### src/rtl/femto_bus_fabric.sv
// femto_bus_fabric
//   Memory-map fabric between the FemtoRV32 core and N_SLAVES slave channels.
//   cpu_addr[31:16] is decoded against PAGE_MAP to produce zero-latency per-slave
//   rd/wr strobes. The busy line of the transaction in flight is tracked by a
//   watchdog. A slave that stays busy for TIMEOUT_CYCLES is aborted: a read
//   returns ERR_DATA and the fault is logged in the status registers at ERR_PAGE.
// Ports
//   clk, reset            clock, asynchronous active-high reset
//   cpu_addr/rstrb/wmask  core request (byte address, read strobe, write mask)
//   cpu_rdata/rbusy/wbusy core response
//   slv_rd/slv_wr         per-slave strobes (one-hot or zero)
//   slv_rdata/rbusy/wbusy per-slave response, slave i data on [32*i+31:32*i]
//   bus_err               sticky first-error flag (ERR_STATUS.valid)
module femto_bus_fabric #(
  parameter int                     N_SLAVES       = 8,
  parameter logic [N_SLAVES*16-1:0] PAGE_MAP       = {16'h0007, 16'h0006, 16'h0005, 16'h0004,
                                                      16'h0003, 16'h0002, 16'h0001, 16'h0000},
  parameter int                     DEFAULT_SLAVE  = 0,
  parameter logic [15:0]            ERR_PAGE       = 16'h00FF,
  parameter logic [31:0]            ERR_DATA       = 32'hDEADBEEF,
  parameter int                     TIMEOUT_CYCLES = 1024
) (
  input  logic                     clk,
  input  logic                     reset,
  input  logic [31:0]              cpu_addr,
  input  logic                     cpu_rstrb,
  input  logic [3:0]               cpu_wmask,
  output logic [31:0]              cpu_rdata,
  output logic                     cpu_rbusy,
  output logic                     cpu_wbusy,
  output logic [N_SLAVES-1:0]      slv_rd,
  output logic [N_SLAVES-1:0]      slv_wr,
  input  logic [32*N_SLAVES-1:0]   slv_rdata,
  input  logic [N_SLAVES-1:0]      slv_rbusy,
  input  logic [N_SLAVES-1:0]      slv_wbusy,
  output logic                     bus_err
);

  localparam int SEL_W = (N_SLAVES > 1) ? $clog2(N_SLAVES) : 1;
  localparam int CNT_W = (TIMEOUT_CYCLES > 0) ? $clog2(TIMEOUT_CYCLES + 1) : 1;
  localparam logic [CNT_W-1:0]    CNT_LAST = (TIMEOUT_CYCLES > 0) ? CNT_W'(TIMEOUT_CYCLES - 1) : '0;
  localparam logic [SEL_W-1:0]    DEF_SEL  = SEL_W'(DEFAULT_SLAVE);
  localparam logic [N_SLAVES-1:0] ONE_HOT0 = N_SLAVES'(1);

  typedef enum logic [1:0] {IDLE = 2'd0, RD = 2'd1, WR = 2'd2, ABORT = 2'd3} state_t;

  state_t            state, state_nx;
  logic [SEL_W-1:0]  sel, rsel_q, wsel_q;
  logic [CNT_W-1:0]  cnt;
  logic              is_int, trk_busy, can_accept;
  logic              rd_acc, wr_acc, rd_slv, wr_slv;
  logic              txn_rd;        // transaction in flight is a read
  logic              int_sel;       // cpu_rdata shows the last internal register read
  logic [31:0]       int_rdata, err_rdata;
  logic              err_valid, err_was_write;
  logic [31:0]       err_addr, err_count_ext;
  logic [15:0]       err_count;

  // Page decode: lowest matching slave wins, default slave otherwise
  always_comb begin
    sel = DEF_SEL;
    for (int i = N_SLAVES - 1; i >= 0; i--) begin
      sel = (PAGE_MAP[16*i +: 16] == cpu_addr[31:16]) ? SEL_W'(i) : sel;
    end
    is_int = (cpu_addr[31:16] == ERR_PAGE);
  end

  // Acceptance: idle, or the tracked busy has dropped; write beats read
  always_comb begin
    if (state == RD) begin
      trk_busy = slv_rbusy[rsel_q];
    end else if (state == WR) begin
      trk_busy = slv_wbusy[wsel_q];
    end else begin
      trk_busy = 1'b0;
    end
    can_accept = !reset && ((state == IDLE) || (((state == RD) || (state == WR)) && !trk_busy));
    wr_acc     = can_accept && (|cpu_wmask);
    rd_acc     = can_accept && cpu_rstrb && !(|cpu_wmask);
    wr_slv     = wr_acc && !is_int;
    rd_slv     = rd_acc && !is_int;
  end

  // FSM state register
  always_ff @(posedge clk or posedge reset) begin
    if (reset) begin
      state <= IDLE;
    end else begin
      state <= state_nx;
    end
  end

  // FSM next state
  always_comb begin
    state_nx = state;
    case (state)
      IDLE, RD, WR: begin
        if (trk_busy) begin
          if ((TIMEOUT_CYCLES != 0) && (cnt == CNT_LAST)) begin
            state_nx = ABORT;
          end else begin
            state_nx = state;
          end
        end else if (wr_slv) begin
          state_nx = WR;
        end else if (rd_slv) begin
          state_nx = RD;
        end else begin
          state_nx = IDLE;
        end
      end
      ABORT:   state_nx = IDLE;
      default: state_nx = IDLE;
    endcase
  end

  // FSM outputs: strobes, tracked busy and read-data mux
  always_comb begin
    slv_rd = rd_slv ? (ONE_HOT0 << sel) : '0;
    slv_wr = wr_slv ? (ONE_HOT0 << sel) : '0;
    if (reset) begin
      cpu_rbusy = 1'b0;
    end else if (rd_slv) begin
      cpu_rbusy = slv_rbusy[sel];
    end else if (state == RD) begin
      cpu_rbusy = slv_rbusy[rsel_q];
    end else begin
      cpu_rbusy = 1'b0;
    end
    if (reset) begin
      cpu_wbusy = 1'b0;
    end else if (wr_slv) begin
      cpu_wbusy = slv_wbusy[sel];
    end else if (state == WR) begin
      cpu_wbusy = slv_wbusy[wsel_q];
    end else begin
      cpu_wbusy = 1'b0;
    end
    if ((state == ABORT) && txn_rd) begin
      cpu_rdata = ERR_DATA;
    end else if (int_sel) begin
      cpu_rdata = int_rdata;
    end else begin
      cpu_rdata = slv_rdata[32*int'(rsel_q) +: 32];
    end
    bus_err = err_valid;
  end

  // Internal register read mux, offset cpu_addr[3:2]
  always_comb begin
    err_count_ext = {16'h0000, err_count};
    case (cpu_addr[3:2])
      2'd0:    err_rdata = {30'd0, err_was_write, err_valid};
      2'd1:    err_rdata = err_addr;
      2'd2:    err_rdata = err_count_ext;
      default: err_rdata = 32'd0;
    endcase
  end

  // Transaction tracking: selects, watchdog counter, captured address
  logic [31:0] txn_addr;
  always_ff @(posedge clk or posedge reset) begin
    if (reset) begin
      rsel_q    <= DEF_SEL;
      wsel_q    <= DEF_SEL;
      cnt       <= '0;
      txn_rd    <= 1'b0;
      txn_addr  <= 32'd0;
      int_sel   <= 1'b0;
      int_rdata <= 32'd0;
    end else begin
      if (rd_slv) begin
        rsel_q <= sel;
      end
      if (wr_slv) begin
        wsel_q <= sel;
      end
      if (rd_slv || wr_slv) begin
        cnt      <= '0;
        txn_rd   <= rd_slv;
        txn_addr <= cpu_addr;
      end else if (((state == RD) || (state == WR)) && trk_busy) begin
        cnt <= cnt + CNT_W'(1);
      end
      // rsel_q stays put across internal reads, so a flag picks the data source
      if (rd_slv) begin
        int_sel <= 1'b0;
      end else if (rd_acc && is_int) begin
        int_sel   <= 1'b1;
        int_rdata <= err_rdata;
      end
    end
  end

  // Error log: abort takes priority over a clearing write to offset 0
  always_ff @(posedge clk or posedge reset) begin
    if (reset) begin
      err_valid     <= 1'b0;
      err_was_write <= 1'b0;
      err_addr      <= 32'd0;
      err_count     <= 16'd0;
    end else if (state == ABORT) begin
      if (err_count != 16'hFFFF) begin
        err_count <= err_count + 16'd1;
      end
      if (!err_valid) begin
        err_valid     <= 1'b1;
        err_was_write <= !txn_rd;
        err_addr      <= txn_addr;
      end
    end else if (wr_acc && is_int && (cpu_addr[3:2] == 2'd0)) begin
      err_valid     <= 1'b0;
      err_was_write <= 1'b0;
    end
  end

endmodule

### config.mk
export PLATFORM = sky130hd
export DESIGN_NAME = femto_bus_fabric
export DESIGN_NICKNAME = d
export VERILOG_FILES = /design/src/rtl/femto_bus_fabric.sv
export SDC_FILE = /design/constraint.sdc
export NUM_CORES = 1
export LEC_CHECK = 0
export CORE_AREA = 2 2 141 143
export CTS_BUF_LIST = sky130_fd_sc_hd__clkbuf_2
export CTS_CLUSTER_DIAMETER = 200
export DETAILED_ROUTE_END_ITERATION = 16
export DIE_AREA = 0 0 143 145
export PLACE_DENSITY = 0.88
export SLEW_MARGIN = 40
export SYNTH_ARGS = -nofsm -noshare
export SYNTH_HDL_FRONTEND = slang
export SYNTH_SLANG_ARGS = --single-unit
### constraint.sdc
create_clock -name clk -period 8.2 [get_ports clk]
set_clock_uncertainty 0.05 [all_clocks]
set_input_delay 0.82 -clock clk [delete_from_list [all_inputs] [get_ports clk]]
set_output_delay 0.82 -clock clk [all_outputs]
set_load 0.01 [all_outputs]
==> impl_metrics.ini, run 1 <==
[power]
peakVddDrop_mv = 0.1442
p_per_area_nw_per_um2 = 145.0
p_leak_uw = 0.004874

[detailed_routing]
drc_errors = 0
vias = 7559
ant_nets = 0
drt_wl_total_um = 28810
first_pass_iters = 5
post_drt_wl_per_cell_um = 21.34
drtIter0Drc = 402
viasPerCell = 5.599

[logic_synthesis]
async_reset_ff_share_pct = 100.0
avgSynthCellArea_um2 = 11.57
synth-seq-area-share_pct = 39.61
ys.flop_type = dfrtp_1
synth_edf_count = 0
synth-seq-cells = 135
syn-num-nets = 1054
syn_inst = 737
yosysWarnings = 0
netlist_area_um2 = 8529
synthDistinctLibCells = 52

[clocking]
worstSkewPairLatency_ns = 0.66
cts.sinks = 135
cts_resized = 0
cts_buffers = 17
htree_levels = 4
cts_setup_buffers = 0
ctsHoldBuffers = 0
root_buffer = clkbuf_2
cts_tree = built
path_clk_slew_ns = 0.16
cts.path.max_buffers = 2

[layout]
stdcell_count = 1350
n_fill_cell = 1521
areaGrowthSynthToFinish_pct = 47.87
fin_nets = 1388
final_area_um2 = 12610
drive_gt1_share_pct = 19.61

[placement]
post-place-cells = 1317
io_buffers = 361
dp_slack_ns = 3.537
place_hpwl_um = 22610
place_area_um2 = 12400
place_congestion = 0.9255

[grt]
grt_max_degree = 88
grt_first_pass_wirelength_um = 43500
grt_usage_pct = 27.57
grt_pass1_vias = 7736
antenna_found_initial = 4
overflow = 0

[setup_path]
end_kind = output port
crit_path_cell_trace = buf_4 > nor2b_1 > a22o_1 > a2111oi_4 > or2_1 > nand4_1 > mux2_2 > clkdlybuf4s50_1
crit_arrival_ns = 4.38
cp.required_ns = 7.33
crit_type = flop to output port
crit_slowest_cell = dfrtp_4
critPathMaxStageDelay_ns = 0.80
start_kind = flop
path_max_fanout = 39

[timing]
rsz0062_at_grt = false
finalMaxSlewViolations = 0
final-setup-viol-count = 0
worst_pin_slew_ns = 0.8204
postLayoutSetupSlackWorst_ns = 2.954
max_freq_ghz = 0.1906
hold_violations = 0
setup_tns_ns = 0
layout_min_cycle_time_ns = 5.246
slew-limit-headroom_pct = 45.31
finalCritPeriodShare_pct = 63.97

[hold_path]
min_path_type = flop to flop

[outcome]
run_status = completed

[job]
maxCapViolations = 0

[die]
die_w_um = 143
start_util_pct = 44.41
ios = 362
rows = 51
fp.dieH_um = 145
core_um2 = 19210
design.die.area_um2 = 20740
## flip-flops by register name (all words and copies together) (netlist names)
name,flops
state,2
wsel_q,3
txn_addr,32
cnt,11
int_rdata,32
int_sel,1
rsel_q,3
err_count,16
txn_rd,1
err_addr,32
err_was_write,1
bus_err,1
## cells in the mapped netlist (2+ instances only)
cell type  number  share of area, %
a2111oi_0       2              0.21
a21bo_2         2              0.23
a21oi_1        13              0.76
a221oi_1        3              0.31
a22o_1          2              0.21
a22oi_1        15               1.3
and2_1          5              0.37
and3_1          3              0.22
and4_1          2              0.21
buf_1          15              0.66
buf_2           5              0.29
buf_4           2              0.18
clkbuf_1       31               1.4
dfrtp_1       135                40
ha_1            6              0.88
inv_1           5              0.22
mux2_1          7              0.92
mux2_2         82                11
mux2_4          9               1.6
mux2i_1        38               4.5
mux4_2         68                18
nand2_1        93               4.1
nand2b_1        6              0.44
nand3_1        11              0.65
nand4_1        13              0.95
nor2_1         60               2.6
nor2b_1         9              0.66
nor3_1         10              0.59
nor4_1          4              0.29
o21ai_0        23               1.3
o21ai_1        11              0.65
or4_1           6              0.53
xnor2_1        20               2.1
xor2_1          3              0.31
## placed cells by master, fill, tap and decap left out, types with 6 or more instances in the layout
cell and count:
ha_1 6, a21oi_1 12, nand2_1 92, o21ai_1 10, clkdlybuf4s50_1 361, mux4_2 68
a22oi_1 15, o21ai_0 23, nand3_1 11, or4_1 6, mux2_1 7, nor3_1 10
mux2_4 9, mux2_2 82, clkbuf_2 18, nor2_1 60, nand4_1 13, xnor2_1 20
mux2i_1 38, dfrtp_1 131, nor2b_1 6
## per-stage QoR
step / hold WS, ns / total power, µW / util (%)
after floorplan: 0.3996 / 1210 / -
after global placement: 0.4122 / 1461 / 64.19
after detailed placement: 0.4184 / 1487 / 64.55
after CTS: 0.4511 / 1842 / 65.60
after global routing: 0.4592 / 1929 / 65.65
final: 0.4521 / 1829 / 65.66
## logic make-up after synthesis
logic type | share of synthesized area [%]
adders and majority gates | 0.8801
and+or+nand+nor | 12.10
buffers and inverters | 2.846
xor gates and xnor gates | 2.362
muxes | 35.75
AOI/OAI and AO/OA | 6.455
DFF | 39.61
## path summary, 6_finish.rpt
check,start,end,slack (ns),cells after the start
min,txn_addr[7],txn_addr[7],0.45,1
min in group asynchronous,reset,err_count[7],0.72,2
max in group asynchronous,reset,int_sel,6.21,3
max reg2reg,rsel_q[0],txn_addr[0],4.50,7
max,rsel_q[0],cpu_rbusy,2.95,8
min reg2reg,txn_addr[7],txn_addr[7],0.45,1
## power breakdown
| group | total [µW] | internal (µW) | switching, µW |
|---|---|---|---|
| Combinational | 643 | 378 | 265 |
| Clock | 353 | 132 | 221 |
| Sequential | 833 | 765 | 67.2 |
| Total | 1830 | 1280 | 553 |
## worst max-delay path: cells and delay by family (launching register included)
family | cells | cell delay, ns
buf+inv | 2 | 1.20
flops | 1 | 0.80
simple gates | 3 | 0.69
compound gates | 2 | 0.66
mux | 1 | 0.33
## routing by layer
metal	part of all wire, %	GRT usage (%)
met5	0	0
met4	3.4	10.74
met3	9.2	7.822
met2	46	42.85
met1	41	36.49
## area by class of cell
type	count	area, µm²	share of cell area [%]
Inverter	5	23.77	0.1885
Clock buffer	18	90.09	0.7143
Tap cell	265	331.6	2.629
Clock inverter	11	111.4	0.8829
Timing Repair Buffer	369	3707	29.39
Sequential cell	135	3391	26.88
Antenna cell	4	10.01	0.07937
Multi-Input combinational cell	543	4947	39.23
(Power assumes the default switching activity.)
==> run 2: changes to the inputs <==
CORE_AREA = default   (was 2 2 141 143)
CORE_UTILIZATION = 45   (was default)
DIE_AREA = default   (was 0 0 143 145)
PLACE_DENSITY = 0.89   (was 0.88)
clock period = 5.4 ns   (was 8.2 ns; I/O delays follow)
==> run 2 against run 1 <==
Combinational power up 54%. Register-to-register slack lost 2.2 ns. Hold slack worse by 0.049 ns. Flip-flop and latch count unchanged. Final cell count shrank 2.4%. Sequential power increased by 52%. Clock power increased by 100%. Worst setup slack worse by 2.0 ns. First-iteration DRC count rose by 26%. Utilization up 3.5 points. Global-route usage rose by 4.1 points. Cell area increased by 0.23%.
==> impl_metrics.ini, run 2 (synthesis results as in run 1) <==
[timing]
rsz0062_at_grt = false
hold_ws_ns = 0.4027
setup_tns_ns = 0
final-setup-viol-count = 0
worst_pin_slew_ns = 0.7533
max_freq_ghz = 0.2255
layout_min_cycle_time_ns = 4.435
hold_violations = 0
slew-limit-headroom_pct = 49.78
finalCritPeriodShare_pct = 82.13
finalMaxSlewViolations = 0

[power]
switchingPower_uw = 884.2
p_leak_uw = 0.004910
p_int_uw = 2089
p_comb_share_pct = 33.3
power_uw = 2973
p_per_area_nw_per_um2 = 235.2
switching_share_pct = 29.74
seq_power_share_pct = 42.8
peakVddDrop_mv = 0.2536
p_clk_share_pct = 23.9

[grt]
grt_first_pass_wirelength_um = 46200
overflow = 0
antenna_found_initial = 3
grt_usage_pct = 31.63
grt_pass1_vias = 7959
grt_max_degree = 77

[job]
maxCapViolations = 0

[setup_path]
crit_type = flop to output port
end_kind = output port
cp_num_buf_inv = 2
crit_family = buffers and inverters
crit_path_cell_trace = buf_4 > mux4_2 > mux2_2 > mux2i_1 > nand2_1 > clkdlybuf4s50_1
crit_slowest_cell = dfrtp_4
cp.required_ns = 4.81
start_kind = flop
crit_arrival_ns = 3.85
critPathMaxStageDelay_ns = 0.93
path_max_fanout = 40

[detailed_routing]
drc_errors = 0
drt_wl_total_um = 30110
first_pass_iters = 5
vias = 7608
post_drt_wl_per_cell_um = 22.86
ant_nets = 0
drtIter0Drc = 506
viasPerCell = 5.777

[layout]
drive_gt1_share_pct = 19.89
fin_nets = 1390
seq_area_um2 = 3388
most-common-layout-cells = clkdlybuf4s50_1 (361), dfrtp_1 (131), nand2_1 (92)
finish.utilization_pct = 69.19
final_common_cell = clkdlybuf4s50_1
areaGrowthSynthToFinish_pct = 48.20
top_regs = err_addr: 32 flops, int_rdata: 32 flops, txn_addr: 32 flops
stdcell_count = 1317
n_fill_cell = 1321
multiInputGateArea_um2 = 4937

[die]
die_w_um = 139.7
rows = 49
ios = 362
start_util_pct = 46.69
core_um2 = 18270
fp.dieH_um = 139.7
design.die.area_um2 = 19510

[clocking]
htree_levels = 4
cts_setup_buffers = 0
cts_resized = 0
cts_tree = built
worstSkewPairLatency_ns = 0.67
cts.sinks = 135
root_buffer = clkbuf_2
ctsHoldBuffers = 0
path_clk_slew_ns = 0.19
cts_buffers = 17
cts.path.max_buffers = 2

[placement]
place_congestion = 0.9480
io_buffers = 361
post-place-cells = 1283
place_hpwl_um = 24060

[outcome]
run_status = completed

[hold_path]
min_path_type = input pin to flop
[run 2: cell count changes in the layout (fill, tap and decap cells not counted), sizes merged]
cell / previous run / this run
diode: 4 / 2
buf: 7 / 10
bufinv: 2 / 5
clkinvlp: 1 / 4
clkbuf: 19 / 18
clkinv: 8 / 5
[run 2: final cells by class]
cell class | instances | area share (%)
multi-input combinational | 543 | 39.06
clock inverter | 14 | 1.633
timing repair buffer | 371 | 29.30
antenna | 2 | 0.03959
tap | 229 | 2.267
sequential | 135 | 26.80
inverter | 5 | 0.1881
clock buffer | 18 | 0.7127
[run 2: worst register-to-register path: cells and delay by family (launching register included)]
kind | cells | cell delay (ns)
multiplexers | 1 | 0.41
AO/OA/AOI/OAI | 2 | 0.64
flip-flops | 1 | 0.93
AND/OR/NAND/NOR | 3 | 0.99
[run 2: path summary, 6_finish.rpt]
kind                        startpoint            end  slack [ns]  cells past startpoint
max                          rsel_q[0]  cpu_rdata[12]        0.96                      6
min                        cpu_addr[1]    txn_addr[1]        0.40                      2
max reg2reg                  rsel_q[0]    txn_addr[5]        2.29                      6
min reg2reg                txn_addr[4]    txn_addr[4]        0.46                      1
max in group asynchronous        reset         cnt[7]        3.78                      3
min in group asynchronous        reset      wsel_q[2]        0.44                      2
[run 2: power by group through the flow]
| stage | Sequential (µW) | Combinational, µW | Clock [µW] |
|---|---|---|---|
| final | 1270 | 989 | 710 |
| after global routing | 1290 | 1060 | 762 |
| after CTS | 1270 | 988 | 719 |
| after detailed placement | 1290 | 981 | 0 |
| after global placement | 1280 | 952 | 0 |
| after floorplan | 1240 | 597 | 0 |
[run 2: layer usage]
layer / up-vias / GRT usage [%] / wire (µm)
li1: 3413 / - / -
met1: 3785 / 41.66 / 12570
met2: 358 / 51.68 / 14170
met3: 50 / 8.018 / 2557
met4: 2 / 9.138 / 795
met5: - / 0 / 13
[run 2: metrics by stage]
step,worst slack (ns),instance area [µm²]
after detailed placement,1.298,12340
after floorplan,0.8240,8529
final,0.9649,12640
after CTS,0.8582,12630
after global routing,0.6560,12640
after global placement,1.401,12310
==> run 3: changes to the inputs <==
CORE_UTILIZATION = 40   (was 45)
PLACE_DENSITY = 0.84   (was 0.89)
clock period = 3.9 ns   (was 5.4 ns; I/O delays follow)
==> run 3 against run 2 <==
Sequential share of layout area is 0.48 points lower. Sequential power grew 39%. Hold slack worse by 0.21 ns.
==> impl_metrics.ini, run 3 (synthesis results as in run 1) <==
[timing]
slew-limit-headroom_pct = 48.89
worst_pin_slew_ns = 0.7638
finalMaxSlewViolations = 0
rsz0062_at_grt = true
max_freq_ghz = 0.2662
final-setup-viol-count = 0
layout_min_cycle_time_ns = 3.757
finalCritPeriodShare_pct = 96.34
hold_violations = 0
setup_tns_ns = 0

[placement]
place_congestion = 0.9295
place_hpwl_um = 24010
io_buffers = 361
place_area_um2 = 12520

[die]
die_w_um = 148.0
core_um2 = 20960
fp.dieH_um = 148.0
design.die.area_um2 = 21910
start_util_pct = 40.70
ios = 362
rows = 53

[clocking]
cts_buffers = 17
path_clk_slew_ns = 0.22
cts.sinks = 135
htree_levels = 4
cts.path.max_buffers = 2
cts_tree = built
root_buffer = clkbuf_2
worstSkewPairLatency_ns = 0.67
ctsHoldBuffers = 0

[outcome]
run_status = completed

[grt]
grt_pass1_vias = 7749
antenna_found_initial = 7
overflow = 0
grt_first_pass_wirelength_um = 45310
grt_max_degree = 122
grt_usage_pct = 27.51

[layout]
drive_gt1_share_pct = 22.01
top_regs = err_addr: 32 flops, int_rdata: 32 flops, txn_addr: 32 flops
areaGrowthSynthToFinish_pct = 50.83
final_common_cell = clkdlybuf4s50_1
final_area_um2 = 12860
most-common-layout-cells = clkdlybuf4s50_1 (357), dfrtp_1 (130), nand2_1 (93)
n_fill_cell = 1703
fin_nets = 1408
finish.utilization_pct = 61.39

[setup_path]
crit_family = multiplexers
crit_slowest_cell = clkdlybuf4s50_1
crit_path_cell_trace = mux4_2 > a22o_2 > a2111oi_4 > or2_4 > nand4_1 > mux2_2 > clkdlybuf4s50_1
cp.required_ns = 3.46
r2r_slack_ns = 0.99
start_kind = flop
cp_num_buf_inv = 1
end_kind = output port
critPathMaxStageDelay_ns = 0.53
crit_arrival_ns = 3.32
crit_type = flop to output port
path_max_fanout = 5

[detailed_routing]
vias = 7633
drc_errors = 0
ant_nets = 0
post_drt_wl_per_cell_um = 21.58
viasPerCell = 5.507
drtIter0Drc = 453
drt_wl_total_um = 29910
first_pass_iters = 5

[hold_path]
min_path_type = input pin to async pin

[job]
maxCapViolations = 0

[power]
peakVddDrop_mv = 0.2851
p_per_area_nw_per_um2 = 315.2
p_leak_uw = 0.005031
==> run 3: cell count changes in the layout (fill, tap and decap cells not counted), moves of 3 or more <==
| cell | previous run | this run |
|---|---|---|
| buf_4 | 7 | 23 |
| inv_6 | 1 | 7 |
| diode_2 | 2 | 7 |
| clkdlybuf4s50_1 | 361 | 357 |
| bufinv_16 | 5 | 2 |
| dlygate4sd2_1 | 0 | 3 |
==> run 3: final timing paths <==
path                               from       endpoint  cells past startpoint
max in group asynchronous         reset      rsel_q[0]                      3
setup reg to reg              wsel_q[0]  int_rdata[27]                      8
hold reg to reg             txn_addr[3]    txn_addr[3]                      1
hold / removal                    reset         cnt[1]                      2
min in group clk           cpu_addr[11]   txn_addr[11]                      2
setup / recovery              rsel_q[1]      cpu_rbusy                      7
==> run 3: timing repair <==
action,CTS,global route
gates resized for setup,7,10
setup buffers,1,4
endpoints found under the setup margin,10,20
pin swaps,1,2
==> run 3: per-stage QoR <==
step                total power (µW)  std cells  hold slack [ns]  setup slack (ns)
finish                          4056       1386           0.1958            0.1428
global route                    4266       1386           0.1365          -0.02730
CTS                             4058       1375           0.1149          -0.09297
detailed placement              3199       1342           0.4211            0.1140
global placement                3163       1341           0.4100            0.1501
floorplan                       2544        737           0.3996            0.4000
==> run 3: area by class of cell <==
type / instances / area (µm²) / area share, %
tap: 275 / 344.1 / 2.675
clock buffer: 17 / 85.08 / 0.6614
multi-input combinational: 543 / 4970 / 38.63
clock inverter: 15 / 163.9 / 1.274
antenna: 7 / 17.52 / 0.1362
sequential: 135 / 3387 / 26.33
inverter: 5 / 22.52 / 0.1751
timing repair buffer: 389 / 3875 / 30.12
==> run 3: worst reg2reg max path: stages (launching register included) <==
cell,delay (ns)
dfrtp_2,0.50
mux2i_1,0.19
a221oi_2,0.45
a2111oi_4,0.14
buf_4,0.15
buf_4,0.13
o21ai_4,0.61
buf_4,0.42
o21ai_0,0.15
==> run 3: report_power, final <==
group | switching, µW | leakage, µW | total [µW] | internal, µW
logic | 578 | 0.00310 | 1440 | 865
registers | 149 | 0.00179 | 1760 | 1610
clock network | 545 | 0.000147 | 853 | 308
total | 1270 | 0.00503 | 4060 | 2780
==> run 3: layer usage <==
layer | vias up | share of wire, % | global-route usage [%]
li1 | 3463 | - | -
met3 | 33 | 7.3 | 5.185
met2 | 304 | 48 | 44.23
met1 | 3833 | 43 | 37.13
met5 | - | 0 | 0
met4 | 0 | 2.2 | 9.691
